<file path="config.mk">
export PLATFORM = sky130hd
export DESIGN_NAME = compress_line_sequencer
export DESIGN_NICKNAME = d
export VERILOG_FILES = /design/src/rtl/compress_ctrl_pkg.sv /design/src/rtl/seq_len_accumulator.sv /design/src/rtl/compress_line_sequencer.sv
export SDC_FILE = /design/constraint.sdc
export NUM_CORES = 1
export LEC_CHECK = 0
export BUFFER_PORTS_ARGS = -buffer_cell sky130_fd_sc_hd__buf_2
export CAP_MARGIN = 30
export CELL_PAD_IN_SITES_DETAIL_PLACEMENT = 0
export CELL_PAD_IN_SITES_GLOBAL_PLACEMENT = 1
export CORE_MARGIN = 2
export CORE_UTILIZATION = 28
export DETAILED_ROUTE_END_ITERATION = 10
export GPL_TIMING_DRIVEN = 0
export PLACE_DENSITY = 0.61
export SETUP_SLACK_MARGIN = 0.15
export SLEW_MARGIN = 0
export SYNTH_ARGS = -nofsm -noshare
export SYNTH_HDL_FRONTEND = slang
export SYNTH_HIERARCHICAL = 1
export SYNTH_SLANG_ARGS = --single-unit
</file>
<file path="constraint.sdc">
create_clock -name i_clk -period 17.3 [get_ports i_clk]
set_input_delay 0.865 -clock i_clk [delete_from_list [all_inputs] [get_ports i_clk]]
set_output_delay 0.865 -clock i_clk [all_outputs]
set_load 0.02 [all_outputs]
</file>
<file path="src/rtl/compress_ctrl_pkg.sv">
// compress_ctrl_pkg
// Shared definitions for the compression line sequencer: the controller state
// encoding, the width of one encoded-length field, and the helper that sizes
// the running total so the worst-case line (every word at WORD_SIZE+2 bits)
// cannot wrap.
package compress_ctrl_pkg;

  localparam int LEN_W = 6;

  typedef enum logic [1:0] {
    IDLE  = 2'd0,
    ISSUE = 2'd1,
    DRAIN = 2'd2,
    DONE  = 2'd3
  } seq_state_t;

  // Bits needed to hold the sum of all encoded lengths of one line.
  function automatic int calc_tot_w(input int cache_line, input int word_size);
    int num_pairs;
    num_pairs = cache_line / (2 * word_size);
    return $clog2(2 * num_pairs * (word_size + 2) + 1);
  endfunction

endpackage

</file>
<file path="src/rtl/seq_len_accumulator.sv">
// seq_len_accumulator
// Tracks the pairs in flight through the match/length datapath and sums the
// encoded lengths they return.
//   clk, srst          : clock, synchronous active-high reset
//   clear_line         : start of a new line; zero count and total
//   clear_outstanding  : forget in-flight pairs (early abort)
//   issue              : a pair was handed to the datapath this cycle
//   len_valid          : lengths for one pair are presented this cycle
//   len1, len2         : encoded bit lengths of the low/high word
//   outstanding        : pairs issued but not yet returned
//   total              : accumulated encoded size in bits
//   overflow           : total exceeds the raw line size
module seq_len_accumulator
  import compress_ctrl_pkg::*;
#(
  parameter int CACHE_LINE = 512,
  parameter int WORD_SIZE  = 32,
  parameter int CNT_W      = 4,
  parameter int TOT_W      = 10
) (
  input  logic             clk,
  input  logic             srst,
  input  logic             clear_line,
  input  logic             clear_outstanding,
  input  logic             issue,
  input  logic             len_valid,
  input  logic [LEN_W-1:0] len1,
  input  logic [LEN_W-1:0] len2,
  output logic [CNT_W-1:0] outstanding,
  output logic [TOT_W-1:0] total,
  output logic             overflow
);

  localparam logic [LEN_W-1:0] LEN_MAX = LEN_W'(WORD_SIZE + 2);

  logic [LEN_W-1:0] len1_sat;
  logic [LEN_W-1:0] len2_sat;
  logic             ret;
  logic [CNT_W-1:0] outstanding_reg, outstanding_next;
  logic [TOT_W-1:0] total_reg, total_next;

  always_comb begin
    len1_sat         = (len1 > LEN_MAX) ? LEN_MAX : len1;
    len2_sat         = (len2 > LEN_MAX) ? LEN_MAX : len2;
    // A return with nothing in flight is stray (e.g. from before a reset).
    ret              = len_valid && (outstanding_reg != '0);
    outstanding_next = outstanding_reg;
    total_next       = total_reg;
    if (issue && !ret) begin
      outstanding_next = outstanding_reg + CNT_W'(1);
    end else if (!issue && ret) begin
      outstanding_next = outstanding_reg - CNT_W'(1);
    end
    if (ret) begin
      total_next = total_reg + TOT_W'(len1_sat) + TOT_W'(len2_sat);
    end
    if (clear_outstanding) begin
      outstanding_next = '0;
    end
    if (clear_line) begin
      outstanding_next = '0;
      total_next       = '0;
    end
  end

  always_ff @(posedge clk) begin
    if (srst) begin
      outstanding_reg <= '0;
      total_reg       <= '0;
    end else begin
      outstanding_reg <= outstanding_next;
      total_reg       <= total_next;
    end
  end

  assign outstanding = outstanding_reg;
  assign total       = total_reg;
  assign overflow    = (total_reg > TOT_W'(CACHE_LINE));

endmodule

</file>
<file path="src/rtl/compress_line_sequencer.sv">
// compress_line_sequencer
// Accepts one cache line, issues it as word pairs to the match/length
// datapath, sums the returned encoded lengths and reports whether the line is
// stored compressed (o_comp_bits = total) or raw (o_comp_bits = CACHE_LINE).
// Ports:
//   i_clk, i_reset               : clock, synchronous active-high reset
//   i_line_valid/i_line/o_line_ready : line input handshake
//   o_pair_valid/o_pair/i_pair_ready : pair issue handshake
//   o_first_pair, o_last_pair    : mark pair 0 / last pair of the line
//   i_len_valid, i_len1, i_len2  : per-pair encoded lengths, issue order
//   o_flush                      : one-cycle datapath discard pulse
//   o_done_valid/o_comp_bits/o_uncompressed/i_done_ready : result handshake
// Build option: COMPRESS_EARLY_ABORT_EN stops issuing as soon as the total
// exceeds the line size, flushes the datapath and reports the line raw.
// Without it every pair is issued and drained and o_flush is held low.
module compress_line_sequencer
  import compress_ctrl_pkg::*;
#(
  parameter  int CACHE_LINE = 512,
  parameter  int WORD_SIZE  = 32,
  localparam int PAIR_W     = 2 * WORD_SIZE,
  localparam int NUM_PAIRS  = CACHE_LINE / PAIR_W,
  localparam int TOT_W      = calc_tot_w(CACHE_LINE, WORD_SIZE)
) (
  input  logic                  i_clk,
  input  logic                  i_reset,
  input  logic                  i_line_valid,
  input  logic [CACHE_LINE-1:0] i_line,
  output logic                  o_line_ready,
  output logic                  o_pair_valid,
  output logic [PAIR_W-1:0]     o_pair,
  output logic                  o_first_pair,
  output logic                  o_last_pair,
  input  logic                  i_pair_ready,
  input  logic                  i_len_valid,
  input  logic [LEN_W-1:0]      i_len1,
  input  logic [LEN_W-1:0]      i_len2,
  output logic                  o_flush,
  output logic                  o_done_valid,
  output logic [TOT_W-1:0]      o_comp_bits,
  output logic                  o_uncompressed,
  input  logic                  i_done_ready
);

  localparam int IDX_W = (NUM_PAIRS > 1) ? $clog2(NUM_PAIRS) : 1;
  localparam int CNT_W = $clog2(NUM_PAIRS + 1);
  localparam logic [IDX_W-1:0] LAST_IDX = IDX_W'(NUM_PAIRS - 1);

  seq_state_t        state_reg, state_next;
  logic [IDX_W-1:0]  idx_reg, idx_next;
  logic [CACHE_LINE-1:0] line_reg;
  logic [PAIR_W-1:0] pair_arr [NUM_PAIRS];
  logic [PAIR_W-1:0] pair_reg;
  logic              line_ready_reg, pair_valid_reg, first_reg, last_reg;
  logic              done_valid_reg, uncompressed_reg;
  logic [TOT_W-1:0]  comp_bits_reg;
  logic              accept, pair_hs, abort;
  logic [CNT_W-1:0]  outstanding;
  logic [TOT_W-1:0]  total;
  logic              overflow;
  logic [TOT_W-1:0]  result_bits;

  for (genvar gi = 0; gi < NUM_PAIRS; gi++) begin : g_pair
    assign pair_arr[gi] = line_reg[gi*PAIR_W +: PAIR_W];
  end

  seq_len_accumulator #(
    .CACHE_LINE (CACHE_LINE),
    .WORD_SIZE  (WORD_SIZE),
    .CNT_W      (CNT_W),
    .TOT_W      (TOT_W)
  ) u_acc (
    .clk               (i_clk),
    .srst              (i_reset),
    .clear_line        (accept),
    .clear_outstanding (abort),
    .issue             (pair_hs),
    .len_valid         (i_len_valid && (state_reg != IDLE)),
    .len1              (i_len1),
    .len2              (i_len2),
    .outstanding       (outstanding),
    .total             (total),
    .overflow          (overflow)
  );

  assign result_bits = overflow ? TOT_W'(CACHE_LINE) : total;

  always_comb begin
    state_next = state_reg;
    idx_next   = idx_reg;
    accept     = 1'b0;
    pair_hs    = 1'b0;
    abort      = 1'b0;
`ifdef COMPRESS_EARLY_ABORT_EN
    if (((state_reg == ISSUE) || (state_reg == DRAIN)) && overflow) begin
      abort = 1'b1;
    end
`endif
    case (state_reg)
      IDLE: begin
        if (line_ready_reg && i_line_valid) begin
          accept     = 1'b1;
          idx_next   = '0;
          state_next = ISSUE;
        end
      end
      ISSUE: begin
        if (abort) begin
          state_next = DONE;
        end else if (pair_valid_reg && i_pair_ready) begin
          pair_hs = 1'b1;
          if (idx_reg == LAST_IDX) begin
            state_next = DRAIN;
          end else begin
            idx_next = idx_reg + IDX_W'(1);
          end
        end
      end
      DRAIN: begin
        if (abort) begin
          state_next = DONE;
        end else if (outstanding == '0) begin
          state_next = DONE;
        end
      end
      DONE: begin
        if (done_valid_reg && i_done_ready) begin
          state_next = IDLE;
        end
      end
      default: state_next = IDLE;
    endcase
  end

  // Control outputs are registered from the next state so each one lines up
  // with the state it describes.
  always_ff @(posedge i_clk) begin
    if (i_reset) begin
      state_reg        <= IDLE;
      idx_reg          <= '0;
      line_ready_reg   <= 1'b0;
      pair_valid_reg   <= 1'b0;
      first_reg        <= 1'b0;
      last_reg         <= 1'b0;
      done_valid_reg   <= 1'b0;
      comp_bits_reg    <= '0;
      uncompressed_reg <= 1'b0;
    end else begin
      state_reg        <= state_next;
      idx_reg          <= idx_next;
      line_ready_reg   <= (state_next == IDLE);
      pair_valid_reg   <= (state_next == ISSUE);
      first_reg        <= (state_next == ISSUE) && (idx_next == '0);
      last_reg         <= (state_next == ISSUE) && (idx_next == LAST_IDX);
      done_valid_reg   <= (state_next == DONE);
      comp_bits_reg    <= (state_next == DONE) ? result_bits : '0;
      uncompressed_reg <= (state_next == DONE) && overflow;
    end
  end

  // Data path registers carry no reset; they are qualified by the valids.
  // Pair 0 comes straight from the input because line_reg loads on the same
  // edge.
  always_ff @(posedge i_clk) begin
    if (accept) begin
      line_reg <= i_line;
      pair_reg <= i_line[PAIR_W-1:0];
    end else if (pair_hs && (state_next == ISSUE)) begin
      pair_reg <= pair_arr[idx_next];
    end
  end

`ifdef COMPRESS_EARLY_ABORT_EN
  logic flush_reg;
  always_ff @(posedge i_clk) begin
    if (i_reset) begin
      flush_reg <= 1'b0;
    end else begin
      flush_reg <= abort;
    end
  end
  assign o_flush = flush_reg;
`else
  assign o_flush = 1'b0;
`endif

  assign o_line_ready   = line_ready_reg;
  assign o_pair_valid   = pair_valid_reg;
  assign o_pair         = pair_reg;
  assign o_first_pair   = first_reg;
  assign o_last_pair    = last_reg;
  assign o_done_valid   = done_valid_reg;
  assign o_comp_bits    = comp_bits_reg;
  assign o_uncompressed = uncompressed_reg;

endmodule

</file>
==> flow_summary.html, run 1 <==
<table>
<tr><th>Metric</th><th>Value</th></tr>
<tr><th colspan="2">Run status</th></tr>
<tr><td>Status</td><td>completed</td></tr>
<tr><th colspan="2">Clock tree</th></tr>
<tr><td>Deepest clock path buffer count</td><td>3</td></tr>
<tr><td>Sinks on the clock net</td><td>~600</td></tr>
<tr><td>Hold_buf cts</td><td>0</td></tr>
<tr><td>TritonCTS Buffers</td><td>74</td></tr>
<tr><td>Clk Latency, worst-skew pair</td><td>0.62 ns</td></tr>
<tr><td># Post-CTS Setup Buffers</td><td>0</td></tr>
<tr><td>Number of H-tree branching levels</td><td>3</td></tr>
<tr><td>Number of resized instances in the post-cts repair step</td><td>0</td></tr>
<tr><td>CTS tree</td><td>yes</td></tr>
<tr><td>Clock transition time at the flip-flop clock pins of the worst setup and hold paths</td><td>0.06 ns</td></tr>
<tr><td>Clock root buffer</td><td>clkbuf_16</td></tr>
<tr><th colspan="2">Die</th></tr>
<tr><td>Top-level port count</td><td>roughly 610</td></tr>
<tr><td>Die footprint</td><td>approximately 87000 µm²</td></tr>
<tr><td>Initial Utilization</td><td>0.284</td></tr>
<tr><td>Vertical extent of the die</td><td>295 µm</td></tr>
<tr><td>Die width</td><td>295 µm</td></tr>
<tr><td>Placeable core region</td><td>83800 µm²</td></tr>
<tr><td># rows</td><td>106</td></tr>
<tr><th colspan="2">STA</th></tr>
<tr><td>Worst slew margin relative to its limit</td><td>0.403</td></tr>
<tr><td>Total setup violations reported at the end of the flow</td><td>0</td></tr>
<tr><td>PnR worst setup slack</td><td>14.00 ns</td></tr>
<tr><td>RSZ-0062 raised after global routing</td><td>no</td></tr>
<tr><td>Number of hold-slack violations in the final timing report</td><td>0</td></tr>
<tr><td>Fmax</td><td>0.303 GHz</td></tr>
<tr><td>Final slew viol count</td><td>0</td></tr>
<tr><td>Final Critical Period</td><td>3.30 ns</td></tr>
<tr><td>Worst hold slack</td><td>0.416 ns</td></tr>
<tr><td>Transition time at the pin with the least slew margin</td><td>0.895 ns</td></tr>
<tr><td>Setup TNS</td><td>0 ns</td></tr>
<tr><td>Period Utilization, post-route</td><td>0.191</td></tr>
<tr><td>Max Clock Skew</td><td>0.0258 ns</td></tr>
<tr><th colspan="2">Final layout</th></tr>
<tr><td>Growth of design area from synthesis to finish</td><td>30.2%</td></tr>
<tr><td>Largest register FFs</td><td>512</td></tr>
<tr><td>Final-layout fill cell count</td><td>8185</td></tr>
<tr><td>Area of all placed cells without fillers</td><td>about 31000 µm²</td></tr>
<tr><td>Post-Route Utilization</td><td>0.369</td></tr>
<tr><td>Share of cells above drive strength 1</td><td>0.344</td></tr>
<tr><td>Layout net count</td><td>between 2000 and 3000</td></tr>
<tr><td>Final Instance Count excl. Fillers</td><td>3435</td></tr>
<tr><th colspan="2">Setup path</th></tr>
<tr><td>Maximum fanout along the worst path</td><td>10</td></tr>
<tr><td>Critical path class</td><td>reg2reg</td></tr>
<tr><td>Required time at the endpoint of the critical path</td><td>17.65 ns</td></tr>
<tr><td>Slowest stage delay, CP</td><td>between 0.7 and 0.8 ns</td></tr>
<tr><td>CP endpoint kind</td><td>flip-flop</td></tr>
<tr><td>Chain of cells forming the critical path</td><td>nand4bb_1 &gt; buf_4 &gt; inv_2 &gt; nand2_1 &gt; o21ai_1 &gt; a31oi_4 &gt; clkbuf_1 &gt; o22ai_1 &gt; a221o_1</td></tr>
<tr><td>Data arrival at the endpoint of the critical path</td><td>about 3.7 ns</td></tr>
<tr><td>Critical Path Start Type</td><td>flip-flop</td></tr>
<tr><td>Crit path max-delay cell type</td><td>a31oi_4</td></tr>
<tr><th colspan="2">GRT</th></tr>
<tr><td>Number of global-route vias before repair</td><td>16472</td></tr>
<tr><td>Pin count of the biggest net entering global routing</td><td>123</td></tr>
<tr><td>Leftover overflow at the end of global routing</td><td>0</td></tr>
<tr><td>Number of antenna violations at the first check in global routing</td><td>34</td></tr>
<tr><td>Global-route total usage across every layer</td><td>0.173</td></tr>
<tr><td>Wire length of the first global-routing pass</td><td>109000 µm</td></tr>
<tr><th colspan="2">Drt</th></tr>
<tr><td>Pre-Repair DR Iteration Count</td><td>5</td></tr>
<tr><td>Routed via count divided by cell count</td><td>4.61</td></tr>
<tr><td>Post-detailed-route wirelength per cell</td><td>approximately 23 µm</td></tr>
<tr><td>Vias after detailed routing</td><td>approximately 16000</td></tr>
<tr><td>Drt initial violations</td><td>997</td></tr>
<tr><td>Routed wire length</td><td>78300 µm</td></tr>
<tr><td>Detailed-route DRC error count</td><td>0</td></tr>
<tr><td>Antenna Violating Nets Remaining</td><td>0</td></tr>
<tr><th colspan="2">Run</th></tr>
<tr><td>Maxcap violations</td><td>0</td></tr>
<tr><th colspan="2">Synthesis</th></tr>
<tr><td>Number of unique standard cell types used by synthesis</td><td>63</td></tr>
<tr><td>Post-synthesis area per instance</td><td>15.5 µm²</td></tr>
<tr><td>Count of warnings emitted by yosys</td><td>6</td></tr>
<tr><td>Post-Synthesis Cells</td><td>roughly 1500</td></tr>
<tr><td>FF+latch count, synth</td><td>611</td></tr>
<tr><td>Share of the yosys chip area belonging to registers</td><td>0.757</td></tr>
<tr><td>Top flip-flop cell by instance count after synthesis</td><td>edfxtp_1</td></tr>
<tr><td>Synth Cell Area</td><td>23800 µm²</td></tr>
<tr><td>EDFF count, synth</td><td>576</td></tr>
<tr><td>Proportion of register bits with asynchronous set or reset after synthesis</td><td>0</td></tr>
<tr><th colspan="2">Placed design</th></tr>
<tr><td>Post-detailed-placement cell area</td><td>28500 µm²</td></tr>
<tr><td>Port Buf Inserts</td><td>609</td></tr>
<tr><td>Final Wtd Congestion</td><td>between 0.8 and 0.9</td></tr>
<tr><td>Hpwl dp</td><td>58100 µm</td></tr>
<tr><td>Number of placed instances with taps included</td><td>~3300</td></tr>
<tr><td>Worst slack, placed</td><td>13.49 ns</td></tr>
<tr><th colspan="2">Power and ir drop</th></tr>
<tr><td>Power density over cell area</td><td>114 nW/µm²</td></tr>
<tr><td>LEAKAGE</td><td>11.2 nW</td></tr>
<tr><td>Worst supply voltage drop on vdd</td><td>0.0741 mV</td></tr>
<tr><td>Power consumption</td><td>3.54 mW</td></tr>
<tr><th colspan="2">Min path</th></tr>
<tr><td>Path category of the worst min-delay check</td><td>in2reg</td></tr>
</table>
==> layout by cell type, fill, tap and decap left out, types with 7 or more instances in the layout <==
| master | netlist | layout |
|---|---|---|
| fa_1 | 8 | 8 |
| a221o_1 | 65 | 65 |
| mux2i_1 | 130 | 130 |
| nand3_1 | 72 | 72 |
| inv_1 | 18 | 18 |
| clkbuf_1 | 39 | 44 |
| ha_1 | 10 | 10 |
| bufinv_16 | 0 | 8 |
| o22ai_1 | 64 | 64 |
| nand2_1 | 215 | 214 |
| clkinv_2 | 1 | 13 |
| clkbuf_16 | 0 | 75 |
| buf_1 | 7 | 7 |
| and2_1 | 13 | 13 |
| dfxtp_1 | 35 | 35 |
| diode_2 | 0 | 18 |
| buf_4 | 16 | 16 |
| buf_2 | 26 | 635 |
| clkinv_1 | 0 | 14 |
| nor2_1 | 18 | 18 |
| a21oi_1 | 142 | 142 |
| edfxtp_1 | 576 | 576 |
==> cells by family after synthesis <==
group	synth area share
mux	0.0547
compound gates	0.0868
simple gates	0.0658
other cells	0.000158
xor+xnor	0.00110
fa+ha+maj	0.0120
flops	0.757
buf+inv	0.0228
==> synth_stat cells, types with 2 or more instances <==
library cell,number,area (µm²)
dfxtp_1,35,701
buf_2,26,130
and2_1,13,81.3
nor4_1,2,12.5
o31ai_1,2,15.0
a221o_1,65,651
nor2_1,18,67.6
edfxtp_1,576,17300
o211ai_1,2,15.0
mux2i_1,130,1300
or2_2,2,12.5
fa_1,8,160
and3_1,2,12.5
buf_4,16,120
ha_1,10,125
nor3_1,4,20.0
nand4_1,3,18.8
o22ai_1,64,400
nor2b_1,6,37.5
a211oi_1,5,37.5
nand2_1,215,807
and2b_1,2,15.0
nand3_1,72,360
a31oi_1,2,12.5
clkbuf_1,39,146
buf_6,3,33.8
a21o_1,2,15.0
or3_1,4,25.0
o21ai_0,6,30.0
buf_1,7,26.3
a21oi_1,142,711
a31o_2,2,17.5
xnor2_1,2,17.5
o21a_1,2,15.0
inv_1,18,67.6
==> layout make-up <==
class,instances,area [µm²],area share
Multi-Input combinational cell,813,5260,0.170
Inverter,21,85.1,0.00275
Timing Repair Buffer,617,3250,0.105
Sequential cell,611,18000,0.581
Antenna cell,18,45.0,0.00145
Buffer,91,467,0.0151
Tap cell,1134,1420,0.0458
Clock buffer,83,1930,0.0622
Clock inverter,47,523,0.0169
==> metal layers <==
layer | part of all wire | track usage
met4 | 0.024 | 0.0551
met5 | 0.0020 | 0
met1 | 0.40 | 0.209
met3 | 0.071 | 0.0451
met2 | 0.51 | 0.300
==> final timing paths <==
| kind | start | end | slack (ns) | depth (start not counted) |
|---|---|---|---|---|
| max | state_reg[0] | o_pair[10] | 14.00 | 9 |
| min | i_line[295] | line_reg[295] | 0.42 | 1 |
| max reg2reg | state_reg[0] | o_pair[10] | 14.00 | 9 |
| min reg2reg | u_acc/total[9] | o_comp_bits[9] | 0.46 | 1 |
==> where the power goes <==
| part | leakage (nW) | switching [mW] | total (mW) | internal (mW) |
|---|---|---|---|---|
| sequential | 5.61 | 0.0188 | 1.73 | 1.71 |
| combinational | 4.37 | 0.142 | 0.239 | 0.0975 |
| clock | 1.20 | 0.643 | 1.57 | 0.931 |
==> critical path, delay by kind of cell, from the launching register on <==
kind / cells / cell delay [ns]
AO/OA/AOI/OAI: 4 / 1.50
buffers and inverters: 3 / 0.83
flip-flops: 1 / 0.46
AND/OR/NAND/NOR: 2 / 0.25
Note: power is estimated with default switching activity, not from simulation.
==> inputs of run 2 (changes only) <==
clock period = 2.7 ns   (was 17.3 ns; I/O delays follow)
==> flow_summary.html, run 2 (same netlist as run 1, synthesis figures left out) <==
<table>
<tr><th>Metric</th><th>Value</th></tr>
<tr><th colspan="2">STA</th></tr>
<tr><td>Transition time at the pin with the least slew margin</td><td>0.744 ns</td></tr>
<tr><td>Fmax</td><td>0.379 GHz</td></tr>
<tr><td>Max Clock Skew</td><td>0.0206 ns</td></tr>
<tr><td>Number of hold-slack violations in the final timing report</td><td>0</td></tr>
<tr><td>Worst slew margin relative to its limit</td><td>0.504</td></tr>
<tr><td>Final slew viol count</td><td>0</td></tr>
<tr><td>Total setup violations reported at the end of the flow</td><td>0</td></tr>
<tr><td>RSZ-0062 raised after global routing</td><td>yes</td></tr>
<tr><td>Final Critical Period</td><td>2.64 ns</td></tr>
<tr><td>Period Utilization, post-route</td><td>0.978</td></tr>
<tr><th colspan="2">Clock tree</th></tr>
<tr><td>Clk Latency, worst-skew pair</td><td>0.62 ns</td></tr>
<tr><td>Deepest clock path buffer count</td><td>3</td></tr>
<tr><td>Number of H-tree branching levels</td><td>3</td></tr>
<tr><td>Sinks on the clock net</td><td>611</td></tr>
<tr><td>CTS tree</td><td>yes</td></tr>
<tr><td>Clock root buffer</td><td>clkbuf_16</td></tr>
<tr><td>Clock transition time at the flip-flop clock pins of the worst setup and hold paths</td><td>0.06 ns</td></tr>
<tr><td>TritonCTS Buffers</td><td>between 70 and 80</td></tr>
<tr><th colspan="2">Power and ir drop</th></tr>
<tr><td>Power consumption</td><td>between 20 and 25 mW</td></tr>
<tr><td>Power density over cell area</td><td>604 nW/µm²</td></tr>
<tr><td>Worst supply voltage drop on vdd</td><td>0.531 mV</td></tr>
<tr><td>LEAKAGE</td><td>14.0 nW</td></tr>
<tr><th colspan="2">Setup path</th></tr>
<tr><td>Required time at the endpoint of the critical path</td><td>3.05 ns</td></tr>
<tr><td>Depth of the worst register-to-register path</td><td>13</td></tr>
<tr><td>Critical path class</td><td>reg2reg</td></tr>
<tr><td>CP endpoint kind</td><td>flip-flop</td></tr>
<tr><td>Maximum fanout along the worst path</td><td>7</td></tr>
<tr><td>Data arrival at the endpoint of the critical path</td><td>2.99 ns</td></tr>
<tr><td>Critical Path Start Type</td><td>flip-flop</td></tr>
<tr><th colspan="2">Die</th></tr>
<tr><td>Vertical extent of the die</td><td>295 µm</td></tr>
<tr><td>Die footprint</td><td>87300 µm²</td></tr>
<tr><td>Initial Utilization</td><td>0.284</td></tr>
<tr><td># rows</td><td>106</td></tr>
<tr><td>Top-level port count</td><td>611</td></tr>
<tr><td>Die width</td><td>about 300 µm</td></tr>
<tr><td>Placeable core region</td><td>83800 µm²</td></tr>
<tr><th colspan="2">Final layout</th></tr>
<tr><td>Share of cells above drive strength 1</td><td>0.338</td></tr>
<tr><td>Largest register FFs</td><td>512</td></tr>
<tr><td>Top library cells by usage in the layout, fill and taps aside</td><td>buf_2 (620), edfxtp_1 (576), dlygate4sd3_1 (517)</td></tr>
<tr><td>Layout net count</td><td>3345</td></tr>
<tr><td>Commonest non-fill, non-tap cell in the layout</td><td>buf_2</td></tr>
<tr><td>Post-Route Utilization</td><td>0.452</td></tr>
<tr><td>Growth of design area from synthesis to finish</td><td>59.2%</td></tr>
<tr><th colspan="2">Drt</th></tr>
<tr><td>Post-detailed-route wirelength per cell</td><td>22.3 µm</td></tr>
<tr><td>Antenna Violating Nets Remaining</td><td>0</td></tr>
<tr><td>Routed wire length</td><td>89400 µm</td></tr>
<tr><td>Drt initial violations</td><td>approximately 1400</td></tr>
<tr><td>Detailed-route DRC error count</td><td>0</td></tr>
<tr><td>Routed via count divided by cell count</td><td>between 4 and 5</td></tr>
<tr><td>Vias after detailed routing</td><td>18534</td></tr>
<tr><td>Pre-Repair DR Iteration Count</td><td>6</td></tr>
<tr><th colspan="2">Placed design</th></tr>
<tr><td>Final Wtd Congestion</td><td>a little over 0.8</td></tr>
<tr><td>Port Buf Inserts</td><td>609</td></tr>
<tr><td>Hpwl dp</td><td>a little under 60000 µm</td></tr>
<tr><th colspan="2">GRT</th></tr>
<tr><td>Global-route track usage on met3</td><td>0.0386</td></tr>
<tr><td>Number of antenna violations at the first check in global routing</td><td>26</td></tr>
<tr><td>Global-route total usage across every layer</td><td>0.194</td></tr>
<tr><td>Met1 track utilization from global routing</td><td>0.236</td></tr>
<tr><td>Leftover overflow at the end of global routing</td><td>0</td></tr>
<tr><td>Most utilized layer in the global route result</td><td>met2</td></tr>
<tr><td>Global-route track usage on met2</td><td>0.338</td></tr>
<tr><td>Pin count of the biggest net entering global routing</td><td>165</td></tr>
<tr><td>Wire length of the first global-routing pass</td><td>124000 µm</td></tr>
<tr><td>Number of global-route vias before repair</td><td>19755</td></tr>
<tr><th colspan="2">Run</th></tr>
<tr><td>Maxcap violations</td><td>0</td></tr>
<tr><th colspan="2">Min path</th></tr>
<tr><td>Path category of the worst min-delay check</td><td>in2reg</td></tr>
<tr><td>Number of stages on the worst hold path</td><td>5</td></tr>
<tr><th colspan="2">Run status</th></tr>
<tr><td>Status</td><td>completed</td></tr>
</table>
-- run 2: cell count changes in the layout (fill, tap and decap cells not counted), moves of 11 or more --
cell           change
clkbuf_1          -23
o22ai_1           -27
clkbuf_2          +20
buf_16            +11
buf_12            +19
mux2i_4           +17
o22ai_2           +24
mux2i_2           +19
dlygate4sd3_1    +517
buf_2             -15
mux2i_1           -36
buf_4             +27
-- run 2: path summary, 6_finish.rpt --
check                                 endpoint           start  slack, ns
worst max register to register      o_pair[15]      idx_reg[1]       0.06
worst min register to register  o_comp_bits[9]  u_acc/total[9]       0.47
worst min-delay path                idx_reg[1]    i_line_valid       0.12
worst max-delay path                o_pair[15]      idx_reg[1]       0.06
-- run 2: per-stage QoR --
step / cell area (µm²) / TNS (ns) / setup WS [ns] / hold WS [ns] / instances
2_1_floorplan: 23800 / -0.766 / -0.245 / 0.204 / 1536
3_3_place_gp: 28300 / -372.80 / -1.89 / 0.312 / 3279
3_5_place_dp: 28400 / -59.60 / -0.693 / 0.313 / 3284
4_1_cts: 37000 / 0 / 0.0894 / 0.0369 / 3971
5_1_grt: 37800 / 0 / 0.00559 / 0.141 / 4004
6_report: 37900 / 0 / 0.0603 / 0.118 / 4006
-- run 2: area by class of cell --
class / instances / area [µm²]
repair buffers: 1186 / 9230
clock buffers: 88 / 1880
fillers: 7557 / 46000
multi-input cells: 813 / 5930
clock inverters: 46 / 357
inverters: 21 / 93.8
flip-flops and latches: 611 / 18000
plain buffers: 91 / 892
well taps: 1134 / 1420
diodes: 16 / 40.0
-- run 2: where the power goes --
| group | total [mW] | internal (mW) | switching (mW) |
|---|---|---|---|
| clock | 9.38 | 5.32 | 4.06 |
| combinational | 2.36 | 1.23 | 1.14 |
| sequential | 11.1 | 11.0 | 0.148 |
| total | 22.9 | 17.5 | 5.34 |
-- run 2: timing repair --
item / 4_1_cts / 5_1_grt
cloned: 11 / 8
pin swaps: 13 / 21
hold buffers: 517 / 0
setup endpoints to repair: 204 / 289
resized for setup: 160 / 154
endpoints found under the hold margin: 585 / 0
setup buffers: 25 / 11
-- run 2: critical path, stage by stage (launching register included) --
cell and delay [ns]:
dfxtp_2 0.34, ha_4 0.15, buf_6 0.13, and2_4 0.17, nor2_4 0.13, a32oi_4 0.12, buf_12 0.16, buf_12 0.14
buf_16 0.16, buf_12 0.14, buf_16 0.14, mux2i_1 0.17, o22ai_2 0.15, a221o_1 0.28
-- run 2: routing by layer --
layer	part of all wire	routed length, µm	up-vias
met1	0.40	35900	9125
li1	-	-	8525
met5	0.00034	30	-
met4	0.034	3080	4
met3	0.059	5290	172
met2	0.50	45100	708
==> inputs of run 3 (changes only) <==
PLACE_DENSITY = 0.59   (was 0.61)
clock period = 2.9 ns   (was 2.7 ns; I/O delays follow)
==> flow_summary.html, run 3 (same netlist as run 1, synthesis figures left out) <==
<table>
<tr><th>Metric</th><th>Value</th></tr>
<tr><th colspan="2">Drt</th></tr>
<tr><td>Antenna Violating Nets Remaining</td><td>0</td></tr>
<tr><td>Post-detailed-route wirelength per cell</td><td>21.5 µm</td></tr>
<tr><td>Drt initial violations</td><td>1082</td></tr>
<tr><td>Pre-Repair DR Iteration Count</td><td>5</td></tr>
<tr><td>Vias after detailed routing</td><td>17995</td></tr>
<tr><td>Routed via count divided by cell count</td><td>roughly 4.6</td></tr>
<tr><td>Detailed-route DRC error count</td><td>0</td></tr>
<tr><td>Routed wire length</td><td>around 85000 µm</td></tr>
<tr><th colspan="2">Setup path</th></tr>
<tr><td>Required time at the endpoint of the critical path</td><td>approximately 3.3 ns</td></tr>
<tr><td>Slowest stage delay, CP</td><td>0.32 ns</td></tr>
<tr><td>Data arrival at the endpoint of the critical path</td><td>3.05 ns</td></tr>
<tr><td>Crit path buffers/inverters</td><td>5</td></tr>
<tr><td>CP endpoint kind</td><td>flip-flop</td></tr>
<tr><td>Critical path class</td><td>reg2reg</td></tr>
<tr><td>Crit path max-delay cell type</td><td>dfxtp_1</td></tr>
<tr><td>Gate family responsible for the most delay along the worst path</td><td>buffers and inverters</td></tr>
<tr><td>Critical Path Start Type</td><td>flip-flop</td></tr>
<tr><td>Maximum fanout along the worst path</td><td>10</td></tr>
<tr><td>Chain of cells forming the critical path</td><td>buf_6 &gt; nand4bb_1 &gt; buf_6 &gt; nand2_1 &gt; a32oi_4 &gt; buf_12 &gt; buf_12 &gt; buf_4 &gt; mux2i_1 &gt; o22ai_1 &gt; a221o_1</td></tr>
<tr><th colspan="2">Placed design</th></tr>
<tr><td>Final Wtd Congestion</td><td>0.830</td></tr>
<tr><td>Port Buf Inserts</td><td>between 600 and 700</td></tr>
<tr><td>Hpwl dp</td><td>58300 µm</td></tr>
<tr><td>Number of placed instances with taps included</td><td>3284</td></tr>
<tr><th colspan="2">Final layout</th></tr>
<tr><td>Final Instance Count excl. Fillers</td><td>3953</td></tr>
<tr><td>Layout net count</td><td>3299</td></tr>
<tr><td>Commonest non-fill, non-tap cell in the layout</td><td>buf_2</td></tr>
<tr><td>Final-layout fill cell count</td><td>between 7000 and 8000</td></tr>
<tr><td>Growth of design area from synthesis to finish</td><td>53.6%</td></tr>
<tr><td>Top library cells by usage in the layout, fill and taps aside</td><td>buf_2 (634), edfxtp_1 (576), dlygate4sd3_1 (517)</td></tr>
<tr><td>Largest register FFs</td><td>around 500</td></tr>
<tr><td>Share of cells above drive strength 1</td><td>0.303</td></tr>
<tr><th colspan="2">Power and ir drop</th></tr>
<tr><td>Worst supply voltage drop on vdd</td><td>0.439 mV</td></tr>
<tr><td>Power density over cell area</td><td>585 nW/µm²</td></tr>
<tr><td>LEAKAGE</td><td>~14 nW</td></tr>
<tr><td>Power consumption</td><td>21.4 mW</td></tr>
<tr><th colspan="2">Run</th></tr>
<tr><td>Maxcap violations</td><td>0</td></tr>
<tr><th colspan="2">STA</th></tr>
<tr><td>Fmax</td><td>between 0.3 and 0.4 GHz</td></tr>
<tr><td>Number of hold-slack violations in the final timing report</td><td>0</td></tr>
<tr><td>Final slew viol count</td><td>0</td></tr>
<tr><td>Period Utilization, post-route</td><td>0.932</td></tr>
<tr><td>Max Clock Skew</td><td>0.0321 ns</td></tr>
<tr><td>Total setup violations reported at the end of the flow</td><td>0</td></tr>
<tr><td>Transition time at the pin with the least slew margin</td><td>0.800 ns</td></tr>
<tr><td>RSZ-0062 raised after global routing</td><td>yes</td></tr>
<tr><td>Worst slew margin relative to its limit</td><td>0.467</td></tr>
<tr><td>Final Critical Period</td><td>2.70 ns</td></tr>
<tr><td>Worst hold slack</td><td>0.149 ns</td></tr>
<tr><th colspan="2">Die</th></tr>
<tr><td>Die footprint</td><td>87300 µm²</td></tr>
<tr><td>Placeable core region</td><td>83800 µm²</td></tr>
<tr><td>Die width</td><td>295 µm</td></tr>
<tr><td>Vertical extent of the die</td><td>295 µm</td></tr>
<tr><td>Top-level port count</td><td>611</td></tr>
<tr><td>Initial Utilization</td><td>0.284</td></tr>
<tr><td># rows</td><td>between 100 and 150</td></tr>
<tr><th colspan="2">Clock tree</th></tr>
<tr><td>Clk Latency, worst-skew pair</td><td>0.63 ns</td></tr>
<tr><td>Deepest clock path buffer count</td><td>3</td></tr>
<tr><td>Clock root buffer</td><td>clkbuf_16</td></tr>
<tr><td>Number of H-tree branching levels</td><td>3</td></tr>
<tr><td>CTS tree</td><td>yes</td></tr>
<tr><td>Sinks on the clock net</td><td>611</td></tr>
<tr><td>Clock transition time at the flip-flop clock pins of the worst setup and hold paths</td><td>roughly 0.06 ns</td></tr>
<tr><td>TritonCTS Buffers</td><td>73</td></tr>
<tr><th colspan="2">GRT</th></tr>
<tr><td>Pin count of the biggest net entering global routing</td><td>95</td></tr>
<tr><td>Leftover overflow at the end of global routing</td><td>0</td></tr>
<tr><td>Wire length of the first global-routing pass</td><td>121000 µm</td></tr>
<tr><td>Number of global-route vias before repair</td><td>19406</td></tr>
<tr><td>Number of antenna violations at the first check in global routing</td><td>11</td></tr>
<tr><td>Global-route total usage across every layer</td><td>0.189</td></tr>
<tr><th colspan="2">Min path</th></tr>
<tr><td>Path category of the worst min-delay check</td><td>in2reg</td></tr>
<tr><th colspan="2">Run status</th></tr>
<tr><td>Status</td><td>completed</td></tr>
</table>
run 3: area by class of cell:
cell class              count  area, µm²  area share
plain buffers              90        677      0.0185
diodes                     11       27.5    0.000754
well taps                1134       1420      0.0388
clock buffers              89       1910      0.0522
repair buffers           1141       8540       0.234
multi-input cells         813       5460       0.150
flip-flops and latches    611      18000       0.493
inverters                  21       91.3     0.00250
clock inverters            43        405      0.0111
run 3: final timing paths:
check | end | slack (ns) | cells after the start | startpoint
setup reg to reg | o_pair[2] | 0.20 | 11 | state_reg[1]
hold reg to reg | o_comp_bits[9] | 0.47 | 1 | u_acc/total[9]
setup / recovery | o_pair[2] | 0.20 | 11 | state_reg[1]
hold / removal | idx_reg[1] | 0.15 | 5 | i_line_valid
run 3: power by group:
group | internal (mW) | total (mW) | leakage (nW) | switching [mW]
clock network | 5.17 | 8.96 | 1.12 | 3.79
registers | 10.2 | 10.3 | 5.61 | 0.125
logic | 1.07 | 2.08 | 6.78 | 1.02
run 3: tightest hold or removal path, cell delays in order:
cell     delay, ns
buf_2         0.09
nand2_1       0.05
nand3_1       0.14
a32o_1        0.24
nor2_1        0.05
run 3: per-layer routing:
| layer | up-vias | GRT usage | routed length, µm |
|---|---|---|---|
| met5 | - | 0 | 27 |
| li1 | 8406 | - | - |
| met4 | 4 | 0.0766 | 3150 |
| met3 | 160 | 0.0359 | 4320 |
| met2 | 580 | 0.327 | 42800 |
| met1 | 8845 | 0.231 | 34700 |
run 3: what timing repair did:
| item | 4_1_cts | 5_1_grt |
|---|---|---|
| hold endpoints to repair | 584 | 0 |
| resized for setup | 55 | 85 |
| gates cloned | 4 | 1 |
| pin swaps | 1 | 1 |
| setup buffers | 5 | 0 |
| hold buffers | 517 | 0 |
| endpoints found under the setup margin | 397 | 66 |
run 3: metrics by stage:
stage,instance area (µm²),setup WS [ns],utilization,TNS [ns]
after CTS,36300,0.0465,0.433,0
after floorplan,23800,-0.0455,-,-0.0455
after global placement,28300,-1.55,0.338,-240.66
after global routing,36500,0.0829,0.436,0
after detailed placement,28400,-0.349,0.339,-7.29
final,36500,0.197,0.436,0
